===== src/rtl/reset_release_sequencer.sv =====
// Reset release sequencer.
// Holds every channel reset asserted for a minimum time, then releases the
// channels one at a time in ascending order with a fixed spacing. With
// USE_READY set, each release waits for that channel's acknowledge (or a
// bounded timeout) before the next stage starts. A synchronous request
// re-runs the whole sequence from the beginning.
//
// Handshake: ready_in[k] is a level acknowledge, not a valid/ready pair. It
// is only looked at while the sequencer waits on channel k (the channel just
// released). A high level on the sampling edge counts as the acknowledge.
// Bits for any other channel, and all bits when USE_READY=0, are ignored.

module reset_release_sequencer #(
  parameter int NUM_CHANNELS  = 4,
  parameter int ASSERT_HOLD   = 16,
  parameter int STAGE_DELAY   = 1000,
  parameter bit USE_READY     = 1'b0,
  parameter int READY_TIMEOUT = 65535
) (
  input  logic                    clk,
  input  logic                    reset_n,
  input  logic                    reset_req_in,
  input  logic [NUM_CHANNELS-1:0] ready_in,
  output logic [NUM_CHANNELS-1:0] reset_n_out,
  output logic                    all_released,
  output logic                    busy,
  output logic                    timeout_err,
  output logic [1:0]              fsm_state
);

  typedef enum logic [1:0] {
    ST_ASSERT     = 2'd0,
    ST_STAGE      = 2'd1,
    ST_WAIT_READY = 2'd2,
    ST_DONE       = 2'd3
  } state_t;

  // One shared counter serves the hold, the stage spacing and the timeout.
  localparam int MAX_AS  = (ASSERT_HOLD > STAGE_DELAY) ? ASSERT_HOLD : STAGE_DELAY;
  localparam int MAX_ALL = (MAX_AS > READY_TIMEOUT) ? MAX_AS : READY_TIMEOUT;
  localparam int CNT_W   = $clog2(MAX_ALL + 1);
  localparam int IDX_W   = (NUM_CHANNELS > 1) ? $clog2(NUM_CHANNELS) : 1;

  localparam logic [CNT_W-1:0] HOLD_LAST    = CNT_W'(ASSERT_HOLD - 1);
  localparam logic [CNT_W-1:0] STAGE_LAST   = CNT_W'(STAGE_DELAY - 1);
  localparam logic [CNT_W-1:0] TIMEOUT_LAST = CNT_W'(READY_TIMEOUT - 1);
  localparam logic [IDX_W-1:0] LAST_IDX     = IDX_W'(NUM_CHANNELS - 1);

  state_t                  state;
  logic [CNT_W-1:0]        cnt;
  logic [IDX_W-1:0]        idx;
  logic                    ready_sel;
  logic [NUM_CHANNELS-1:0] release_mask;
  logic                    is_last;

  assign fsm_state = state;
  assign is_last   = (idx == LAST_IDX);

  // Select the acknowledge and the release bit of the current channel only.
  always_comb begin
    ready_sel    = 1'b0;
    release_mask = '0;
    for (int k = 0; k < NUM_CHANNELS; k++) begin
      if (IDX_W'(k) == idx) begin
        ready_sel       = ready_in[k];
        release_mask[k] = 1'b1;
      end
    end
  end

  // Sequencer FSM with registered outputs; reset and request restart it.
  always_ff @(posedge clk) begin
    if (!reset_n || reset_req_in) begin
      state        <= ST_ASSERT;
      cnt          <= '0;
      idx          <= '0;
      reset_n_out  <= '0;
      all_released <= 1'b0;
      busy         <= 1'b1;
      timeout_err  <= 1'b0;
    end else begin
      case (state)
        ST_ASSERT: begin
          if (cnt == HOLD_LAST) begin
            state <= ST_STAGE;
            cnt   <= '0;
            idx   <= '0;
          end else begin
            cnt <= cnt + 1'b1;
          end
        end

        ST_STAGE: begin
          if (cnt == STAGE_LAST) begin
            cnt         <= '0;
            reset_n_out <= reset_n_out | release_mask;
            if (is_last) begin
              all_released <= 1'b1;
            end
            if (USE_READY) begin
              state <= ST_WAIT_READY;
            end else if (is_last) begin
              state <= ST_DONE;
              busy  <= 1'b0;
            end else begin
              idx <= idx + 1'b1;
            end
          end else begin
            cnt <= cnt + 1'b1;
          end
        end

        ST_WAIT_READY: begin
          if (ready_sel || (cnt == TIMEOUT_LAST)) begin
            cnt <= '0;
            if (!ready_sel) begin
              timeout_err <= 1'b1;
            end
            if (is_last) begin
              state <= ST_DONE;
              busy  <= 1'b0;
            end else begin
              idx   <= idx + 1'b1;
              state <= ST_STAGE;
            end
          end else begin
            cnt <= cnt + 1'b1;
          end
        end

        default: begin
          state <= ST_DONE;
        end
      endcase
    end
  end

endmodule

===== config.mk =====
export PLATFORM = sky130hd
export DESIGN_NAME = reset_release_sequencer
export DESIGN_NICKNAME = d
export VERILOG_FILES = /design/src/rtl/reset_release_sequencer.sv
export SDC_FILE = /design/constraint.sdc
export NUM_CORES = 1
export LEC_CHECK = 0
export BUFFER_PORTS_ARGS = -buffer_cell sky130_fd_sc_hd__buf_2
export CAP_MARGIN = 10
export CORE_ASPECT_RATIO = 2
export CORE_MARGIN = 5
export CORE_UTILIZATION = 45
export DETAILED_ROUTE_END_ITERATION = 16
export GPL_TIMING_DRIVEN = 0
export PLACE_DENSITY = 0.63
export SYNTH_ARGS = -nofsm -noshare
export SYNTH_HDL_FRONTEND = slang
export SYNTH_SLANG_ARGS = --single-unit

===== constraint.sdc =====
create_clock -name clk -period 5 [get_ports clk]
set_input_delay 0.75 -clock clk [delete_from_list [all_inputs] [get_ports clk]]
set_output_delay 0.75 -clock clk [all_outputs]
set_load 0.05 [all_outputs]

==> results of run 1 <==
==> power breakdown <==
group	internal [mW]	switching (mW)
Combinational	0.00439	0.00865
Sequential	0.216	0.000956
Clock	0.0560	0.0716
Total	0.276	0.0812
==> how the worst max path moves through the flow <==
| stage | start | to | cells past startpoint |
|---|---|---|---|
| after detailed placement | ready_in[0] | cnt[10] | 7 |
| after CTS | idx[1] | cnt[10] | 7 |
| after floorplan | ready_in[0] | cnt[10] | 6 |
| final | idx[1] | cnt[10] | 7 |
| after global placement | ready_in[0] | cnt[10] | 7 |
| after global routing | idx[1] | cnt[10] | 7 |
==> routing by layer <==
| layer | share of wire (%) | vias to the layer above |
|---|---|---|
| met4 | 2.6 | 0 |
| met3 | 2.4 | 9 |
| met2 | 60 | 31 |
| li1 | - | 689 |
| met5 | 0 | - |
| met1 | 35 | 652 |
==> logic make-up after synthesis <==
group / share of synthesized area [%]
simple gates: 27.28
fa+ha+maj: 8.217
flops: 35.50
buf+inv: 5.012
xor+xnor: 1.726
compound gates: 22.27
==> metrics by stage <==
stage | power, mW | instance area, µm²
6_report | 0.3573 | 1684
3_5_place_dp | 0.2348 | 1638
4_1_cts | 0.3596 | 1684
5_1_grt | 0.3686 | 1684
2_1_floorplan | 0.2289 | 1523
3_3_place_gp | 0.2343 | 1638
==> area by class of cell <==
type	count	area (µm²)	share of cell area [%]
plain buffers	6	23.77	1.412
clock inverters	1	5.005	0.2972
repair buffers	15	75.07	4.458
inverters	14	52.55	3.120
well taps	32	40.04	2.377
flip-flops and latches	27	540.5	32.09
multi-input cells	132	905.9	53.79
clock buffers	3	41.29	2.452
==> sequential cells by signal, indices dropped and copies added, names as in the netlist <==
name and flops:
all_released 1, busy 1, cnt 16, fsm_state 2, idx 2, reset_n_out 4, timeout_err 1
==> worst reg2reg max path: stages, from the launching register on <==
cell      delay, ns
dfxtp_1        0.40
inv_1          0.08
ha_1           0.22
a221oi_1       0.39
o311ai_2       0.24
o31ai_2        0.43
nand2_1        0.30
o41ai_1        0.36
==> layout by cell type, fill, tap and decap left out, drive strengths merged, types with 5 or more instances in the layout <==
master  Yosys  final
a21oi       9      9
nor2       15     15
nand3       9      9
inv        14     14
clkbuf      5      8
a22oi       5      5
buf         1     16
ha         10     10
o31ai      10     10
nor2b       5      5
nand2      17     17
dfxtp      27     27
nand4       6      6
==> impl_metrics.csv, run 1 <==
group,metric,value,unit
timing,worst_clock_skew,0.004203,ns
grt,grt_overflow,0,
cts,clock_insertion_delay_worst_skew,0.28,ns
timing,setup_total_negative_slack,0,ns
yosys,postSynth.topFlopCell,"dfxtp_1",
timing,max_slew.worst_pin.slew,0.5372,ns
die,start_util,45.58,%
grt,grt_use_total,17.77,%
cts,cts.sink_count,27,
timing,post-route-worst-setup-slack,2.496,ns
critical_path,setup.reg_to_reg.worst_slack,2.50,ns
grt,grt_pass1_vias,1470,
final_layout,total_nets_final,216,
final_layout,n_antenna_cell,0,
cts,htree_num_levels,1,
detailed_routing,drt_iter0_markers,49,
placed_design,dpl.cell_count,226,
yosys,synth_edf_count,0,
cts,cts_hold_repair.buffers,0,
grt,grtUsageMet2,34.81,%
timing,upper_clock_frequency_limit,0.3994,GHz
die,die_h,92.27,µm
critical_path,worst_path_cell_trace,"inv_1 > ha_1 > a221oi_1 > o311ai_2 > o31ai_2 > nand2_1 > o41ai_1",
yosys,avgSynthCellArea,8.507,µm²
worst_hold_path,min-delay-path-class,"flop to flop",
yosys,synth_cells,179,
timing,ratio_of_final_minimum_period_to_clock_period,50.08,%
grt,groute.layer.met1.usage,16.78,%
grt,antenna_violations_before_repair,0,
pwr,highest_ir_drop_seen_on_vdd,0.1645,mV
detailed_routing,totalWireLength,3.808,mm
detailed_routing,detailedRoute.firstPassIterationCount,4,
critical_path,cp.buffers_inverters,1,
critical_path,cpLargestDelayFamily,"compound AO/OA/AOI/OAI gates",
yosys,synthesis.yosys.warnings,0,
final_layout,share_of_post_route_cells_with_drive_strength_above_1,17.68,%
placed_design,place_hpwl,3.064,mm
yosys,synth.cell_area,0.001523,mm²
pwr,power.leakage,0.6020,nW
yosys,synthDominantAreaCellType,"dfxtp_1",
critical_path,worst_r2r_path_depth,7,
critical_path,crit_arrival,2.69,ns
critical_path,worst-endpoint-required,5.18,ns
detailed_routing,final_antenna_violating_net_count,0,
die,design.die.area,0.004718,mm²
timing,grt_setup_unrepaired,"no",
grt,grtUsageMet3,1.301,%
detailed_routing,route.detailed.drc,0,
placed_design,pre_cts_ws,2.240,ns
outcome,outcome,"finished clean",
grt,grt_pass1_wl,6.486,mm
timing,period_needed,2.504,ns
detailed_routing,dr_vias,1381,
final_layout,area.growth.synth_to_final,10.60,%
yosys,synth_top_area_share,35.50,%
yosys,synth_cell_type_count,46,
cts,cts.root.buffer_cell,"clkbuf_8",
detailed_routing,detail_route.vias_per_cell,6.004,
critical_path,critical_path.max_fanout,7,
cts,clk_transition_reported_paths,0.10,ns
timing,fin_hold_ws,0.4456,ns
die,top_level_ports,16,
critical_path,cpPeakStageDelay,0.43,ns
critical_path,reg_to_reg_end,"cnt[10]",
yosys,synth-seq-cells,27,
worst_hold_path,min_delay_path_depth,2,
die,core_area,0.003341,mm²
grt,busiest_layer,"met2",
yosys,async_reset_ff_share,0,%
die,fp-row-count,30,
critical_path,worst_path_max_delay_cell,"o31ai_2",
placed_design,globalplace.congestion,0.9183,
timing,setup-violations-final,0,
yosys,synthMostInstantiatedCell,"dfxtp_1",
final_layout,layout.cells.non_filler,230,
final_layout,utilization_after_layout,50.41,%
worst_hold_path,hold_path_startpoint,"busy",
pwr,cellPowerDensity,212.2,mW/mm²
yosys,yosys-top-cells-area,"dfxtp_1 35%, ha_1 8.2%, o31ai_1 4.4%",
cts,cts.repair_timing.setup_buffer_count,0,
cts,post_cts_resized,0,
run,cap_viol_max_count,0,
cts,cts_tree,"done",
yosys,yosys-top-cells-count,"27 x dfxtp_1, 17 x nand2_1, 15 x nor2_1",
cts,cts_buffer_count,3,
cts,number_of_buffers_on_the_longest_clock_path,2,
timing,finalMaxSlewViolations,0,
critical_path,setup.worst_path.end_class,"flop",
critical_path,path_class,"flop to flop",
yosys,yosysSeqAreaShare,35.50,%
detailed_routing,route.detailed.wl_per_inst,16.56,µm
timing,finalHoldViolCount,0,
final_layout,final.fill_count,324,
yosys,synth.net_count,196,
grt,grt_start_max_net_pins,16,
die,die_w,51.13,µm
placed_design,port_buffer_cells,15,
critical_path,reg2reg_from,"idx[1]",
timing,max-slew-margin-rel,64.13,%
worst_hold_path,min_delay_worst_endpoint,"busy",
critical_path,cp-start-kind,"flop",
Note: power is estimated with default switching activity, not from simulation.
==> run 2, diff against run 1 <==
--- a/config.mk
+++ b/config.mk
@@ -12,7 +12,7 @@
 export CORE_UTILIZATION = 45
 export DETAILED_ROUTE_END_ITERATION = 16
 export GPL_TIMING_DRIVEN = 0
-export PLACE_DENSITY = 0.63
+export PLACE_DENSITY = 0.65
 export SYNTH_ARGS = -nofsm -noshare
 export SYNTH_HDL_FRONTEND = slang
 export SYNTH_SLANG_ARGS = --single-unit
==> constraint.sdc (replaced) <==
create_clock -name clk -period 2.2 [get_ports clk]
set_input_delay 0.33 -clock clk [delete_from_list [all_inputs] [get_ports clk]]
set_output_delay 0.33 -clock clk [all_outputs]
set_load 0.05 [all_outputs]
==> run 2 against run 1 <==
Power grew 130%. Register-to-register slack lost 2.4 ns. First-iteration DRC count grew 4.1%. Worst hold slack gained 0.0015 ns. Critical path depth shrank 1. Setup slack lost 2.4 ns. Via count grew 2.2%.
==> impl_metrics.csv, run 2 (same netlist as run 1, synthesis figures left out) <==
group,metric,value,unit
outcome,outcome,"finished clean",
placed_design,globalplace.congestion,0.8316,
cts,cts.root.buffer_cell,"clkbuf_8",
grt,grt_start_max_net_pins,17,
placed_design,port_buffer_cells,15,
critical_path,critical_path.max_fanout,7,
timing,finalMaxSlewViolations,0,
cts,cts.sink_count,27,
critical_path,worst_path_cell_trace,"or4_4 > nor4_4 > o22a_2 > o221ai_1 > a211oi_1 > a211oi_1",
timing,upper_clock_frequency_limit,0.4657,GHz
die,top_level_ports,16,
final_layout,seq_area,553.0,µm²
placed_design,place_hpwl,2.984,mm
detailed_routing,detailedRoute.firstPassIterationCount,4,
grt,grt_overflow,0,
final_layout,total_nets_final,219,
final_layout,reg.largest.list,"cnt: 16 flops, reset_n_out: 4 flops",
pwr,switchingPower,0.1850,mW
final_layout,largest_reg_flops,16,
critical_path,worst-endpoint-required,2.34,ns
timing,grt_setup_unrepaired,"yes",
final_layout,layout.cells.non_filler,233,
detailed_routing,dr_vias,1411,
detailed_routing,drt_iter0_markers,51,
die,die_h,92.27,µm
final_layout,n_antenna_cell,0,
pwr,share_clk_of_total_power,35.3,%
final_layout,final.fill_count,300,
grt,grt_pass1_wl,6.575,mm
pwr,highest_ir_drop_seen_on_vdd,0.3617,mV
final_layout,layout.cells.most_common_list,"19 x dfxtp_1, 15 x nand2_1, 15 x nor2_1, 15 x buf_2, 14 x inv_1",
die,core_area,0.003341,mm²
placed_design,dpl.cell_count,226,
critical_path,critPathMostFrequentCell,"a211oi_1",
critical_path,crit_arrival,2.29,ns
cts,cts_buffer_count,3,
final_layout,registers.top_by_ff_count,"cnt",
die,fp-row-count,30,
critical_path,path_class,"flop to flop",
pwr,sequentialPowerShare,60.2,%
cts,cts_tree,"done",
pwr,power.leakage,0.6603,nW
cts,htree_num_levels,1,
critical_path,worst_path_max_delay_cell,"or4_4",
die,design.die.area,0.004718,mm²
timing,fin_hold_ws,0.4471,ns
timing,period_needed,2.147,ns
critical_path,cp.buffers_inverters,0,
pwr,swShare,22.67,%
timing,setup-violations-final,0,
pwr,cell_internal_pwr,0.6311,mW
grt,grt_pass1_vias,1512,
pwr,power.total,0.8161,mW
final_layout,mostFrequentLayoutCell,"dfxtp_1",
critical_path,cpLargestDelayFamily,"simple AND/OR/NAND/NOR gates",
timing,worst_clock_skew,0.009956,ns
final_layout,area.growth.synth_to_final,20.87,%
timing,ratio_of_final_minimum_period_to_clock_period,97.59,%
detailed_routing,route.detailed.drc,0,
pwr,cellPowerDensity,443.4,mW/mm²
detailed_routing,detail_route.vias_per_cell,6.056,
cts,number_of_buffers_on_the_longest_clock_path,2,
critical_path,cpPeakStageDelay,0.58,ns
grt,antenna_violations_before_repair,0,
cts,clk_transition_reported_paths,0.10,ns
critical_path,setup.worst_path.end_class,"flop",
detailed_routing,totalWireLength,3.841,mm
run,cap_viol_max_count,0,
timing,max_slew.worst_pin.slew,0.5059,ns
grt,grt_use_total,17.78,%
final_layout,multiInputGateArea,0.001018,mm²
detailed_routing,final_antenna_violating_net_count,0,
die,die_w,51.13,µm
timing,finalHoldViolCount,0,
die,start_util,45.58,%
critical_path,cp-start-kind,"flop",
timing,max-slew-margin-rel,66.27,%
detailed_routing,route.detailed.wl_per_inst,16.48,µm
pwr,p_comb_share,4.5,%
cts,clock_insertion_delay_worst_skew,0.28,ns
final_layout,share_of_post_route_cells_with_drive_strength_above_1,27.36,%
worst_hold_path,min-delay-path-class,"flop to flop",
run 2: power groups by stage:
stage | clock (mW) | combinational (mW) | sequential [mW]
floorplan | 0 | 0.0169 | 0.503
global placement | 0 | 0.0291 | 0.504
detailed placement | 0 | 0.0302 | 0.504
CTS | 0.296 | 0.0364 | 0.491
global route | 0.324 | 0.0392 | 0.492
finish | 0.288 | 0.0365 | 0.492
run 2: through the flow:
| step | instance area [µm²] | utilization, % | setup TNS [ns] | worst slack (ns) |
|---|---|---|---|---|
| after detailed placement | 1638 | 49.03 | -3.121 | -0.2546 |
| after floorplan | 1523 | - | 0 | 0.06899 |
| after global routing | 1841 | 55.09 | -0.01354 | -0.01354 |
| after global placement | 1638 | 49.03 | -2.037 | -0.1793 |
| final | 1841 | 55.09 | 0 | 0.05291 |
| after CTS | 1823 | 54.57 | 0 | 0.01404 |
run 2: path summary, 6_finish.rpt:
check           from            to  slack [ns]  depth (start not counted)
max reg2reg  cnt[12]  fsm_state[1]        0.05                          6
min             busy          busy        0.45                          2
max          cnt[12]  fsm_state[1]        0.05                          6
min reg2reg     busy          busy        0.45                          2
run 2: repair_timing:
item	in CTS	in global routing
pin swaps	8	5
gates cloned	0	0
hold buffers	0	0
buffers inserted	2	1
endpoints found under the setup margin	18	12
gates resized for setup	24	5
run 2: cell type report:
type	instances	share of cell area, %
multi-input combinational	132	55.34
tap	32	2.175
buffer	6	1.632
inverter	14	2.855
clock buffer	3	2.243
sequential	27	30.05
timing repair buffer	18	5.303
clock inverter	1	0.4079
run 2: worst reg2reg max path, stage by stage, from the launching register on:
cell	delay, ns
dfxtp_2	0.36
or4_4	0.58
nor4_4	0.33
o22a_2	0.21
o221ai_1	0.18
a211oi_1	0.27
a211oi_1	0.09
run 2: per-layer routing:
| layer | vias up | global-route usage, % | wire (µm) |
|---|---|---|---|
| li1 | 700 | - | - |
| met1 | 680 | 16.22 | 1357 |
| met2 | 27 | 35.67 | 2339 |
| met3 | 4 | 2.439 | 94 |
| met4 | 0 | 8.315 | 49 |
| met5 | - | 0 | 0 |
==> run 3, diff against run 2 <==
--- a/config.mk
+++ b/config.mk
@@ -7,7 +7,6 @@
 export LEC_CHECK = 0
 export BUFFER_PORTS_ARGS = -buffer_cell sky130_fd_sc_hd__buf_2
 export CAP_MARGIN = 10
-export CORE_ASPECT_RATIO = 2
 export CORE_MARGIN = 5
 export CORE_UTILIZATION = 45
 export DETAILED_ROUTE_END_ITERATION = 16
==> run 3 against run 2 <==
Sequential power about the same. Non-clock buffer count rose by 4. Final cell count grew 7.7%. Die area shrank 1.5%. Via count up 0.78%. Combinational power up 9.6%. Worst hold slack lost 0.014 ns. Register-to-register slack lost 0.05 ns. Flip-flop and latch count is the same. Routed wire length up 1.2%. Utilization increased by 3.9 points. Global-route usage shrank 0.54 points.
==> impl_metrics.csv, run 3 (same netlist as run 1, synthesis figures left out) <==
group,metric,value,unit
critical_path,worst_path_max_delay_cell,"dfxtp_1",
die,start_util,45.99,%
die,top_level_ports,16,
critical_path,cp.buffers_inverters,1,
grt,grt_use_total,17.24,%
final_layout,reg.largest.list,"cnt: 16 flops, reset_n_out: 4 flops",
detailed_routing,route.detailed.drc,0,
final_layout,mostFrequentLayoutCell,"dfxtp_1",
critical_path,path_class,"flop to flop",
cts,number_of_buffers_on_the_longest_clock_path,2,
worst_hold_path,min-delay-path-class,"primary input to flop",
final_layout,registers.top_by_ff_count,"cnt",
timing,grt_setup_unrepaired,"yes",
critical_path,cpLargestDelayFamily,"simple AND/OR/NAND/NOR gates",
outcome,outcome,"finished clean",
critical_path,cp-start-kind,"flop",
critical_path,setup.reg_to_reg.worst_slack,0.008,ns
detailed_routing,dr_vias,1422,
timing,setup_total_negative_slack,0,ns
pwr,cellPowerDensity,384.7,mW/mm²
die,die_h,68.17,µm
timing,setup-violations-final,0,
pwr,highest_ir_drop_seen_on_vdd,0.3234,mV
critical_path,path_depth,7,
run,cap_viol_max_count,0,
critical_path,setup.worst_path.end_class,"flop",
final_layout,utilization_after_layout,58.96,%
die,design.die.area,0.004647,mm²
grt,grt_pass1_wl,6.078,mm
placed_design,port_buffer_cells,15,
timing,fin_hold_ws,0.4332,ns
final_layout,share_of_post_route_cells_with_drive_strength_above_1,34.15,%
timing,max_slew.worst_pin.slew,0.5936,ns
final_layout,n_antenna_cell,0,
grt,grt_overflow,0,
cts,cts.root.buffer_cell,"clkbuf_4",
timing,finalHoldViolCount,0,
critical_path,worst-endpoint-required,2.42,ns
critical_path,worst_r2r_path_depth,7,
grt,grt_pass1_vias,1332,
cts,cts_tree,"done",
timing,finalMaxSlewViolations,0,
cts,htree_num_levels,1,
critical_path,cpPeakStageDelay,0.51,ns
final_layout,layout.cells.most_common_list,"20 x dfxtp_1, 15 x nand2_1, 15 x nor2_1, 15 x buf_2, 13 x inv_1",
cts,cts.sink_count,27,
grt,antenna_violations_before_repair,0,
final_layout,multiInputGateArea,0.001101,mm²
timing,worst_clock_skew,0.008455,ns
final_layout,seq_area,554.3,µm²
timing,ratio_of_final_minimum_period_to_clock_period,99.66,%
detailed_routing,final_antenna_violating_net_count,0,
grt,grt_start_max_net_pins,15,
detailed_routing,detail_route.vias_per_cell,5.665,
critical_path,worst_path_cell_trace,"nand4_4 > or3_1 > nor3_4 > o31ai_4 > buf_6 > o211ai_1 > o31ai_1",
cts,clk_transition_reported_paths,0.15,ns
final_layout,final.fill_count,300,
timing,upper_clock_frequency_limit,0.4561,GHz
placed_design,globalplace.congestion,0.9063,
cts,cts_buffer_count,3,
detailed_routing,detailedRoute.firstPassIterationCount,4,
detailed_routing,totalWireLength,3.889,mm
pwr,power.leakage,0.6854,nW
critical_path,crit_arrival,2.41,ns
final_layout,largest_reg_flops,16,
timing,max-slew-margin-rel,60.43,%
final_layout,total_nets_final,223,
placed_design,place_hpwl,2.716,mm
die,die_w,68.17,µm
die,fp-row-count,21,
critical_path,critical_path.max_fanout,7,
die,core_area,0.003311,mm²
timing,period_needed,2.192,ns
detailed_routing,route.detailed.wl_per_inst,15.49,µm
cts,clock_insertion_delay_worst_skew,0.33,ns
final_layout,area.growth.synth_to_final,28.18,%
worst_hold_path,min_delay_path_depth,4,
detailed_routing,drt_iter0_markers,58,
## run 3: cell count changes in the layout (fill, tap and decap cells not counted), moves of 3 or more
cell,change
o31ai_1,-3
o31ai_2,+3
clkbuf_4,+3
buf_4,+4
clkbuf_8,-3
## run 3: repair_timing
item	in CTS	in global routing
resized for setup	18	30
endpoints found under the setup margin	18	18
pin swaps	7	10
buffers inserted	3	3
cloned	0	1
hold buffers	0	0
## run 3: cell type report
cell class,instances,area share (%)
multi-input combinational,132,56.41
sequential,27,28.40
timing repair buffer,22,6.538
inverter,14,2.821
clock buffer,4,1.346
buffer,6,1.538
tap,46,2.949
## run 3: power by group
group	switching [mW]	internal, mW
sequential	0.00209	0.489
clock	0.149	0.0710
combinational	0.0248	0.0152
total	0.176	0.575
## run 3: final timing paths
check                                  start  endpoint
worst max-delay path                  cnt[6]    cnt[8]
worst min-delay path            reset_req_in   cnt[15]
worst min register to register          busy      busy
worst max register to register        cnt[6]    cnt[8]
## run 3: per-stage QoR
step | setup WS (ns) | instance area (µm²) | power (mW) | cells
5_1_grt | -0.07656 | 1952 | 0.7791 | 251
2_1_floorplan | 0.06899 | 1523 | 0.5202 | 179
3_3_place_gp | -0.2324 | 1655 | 0.5321 | 240
6_report | 0.007516 | 1952 | 0.7509 | 251
3_5_place_dp | -0.2720 | 1655 | 0.5333 | 240
4_1_cts | 0.007811 | 1792 | 0.7486 | 247
## run 3: worst register-to-register path, delay by kind of cell (launching register included)
family | cells | cell delay, ns
simple gates | 3 | 1.00
buf+inv | 1 | 0.17
compound gates | 3 | 0.42
flops | 1 | 0.51
## run 3: metal layers
metal	GRT usage (%)	share of wire [%]	vias up
met3	3.120	4.3	7
met1	21.78	45	665
met2	28.64	49	40
li1	-	-	710
met5	0	0	-
met4	7.196	2.0	0
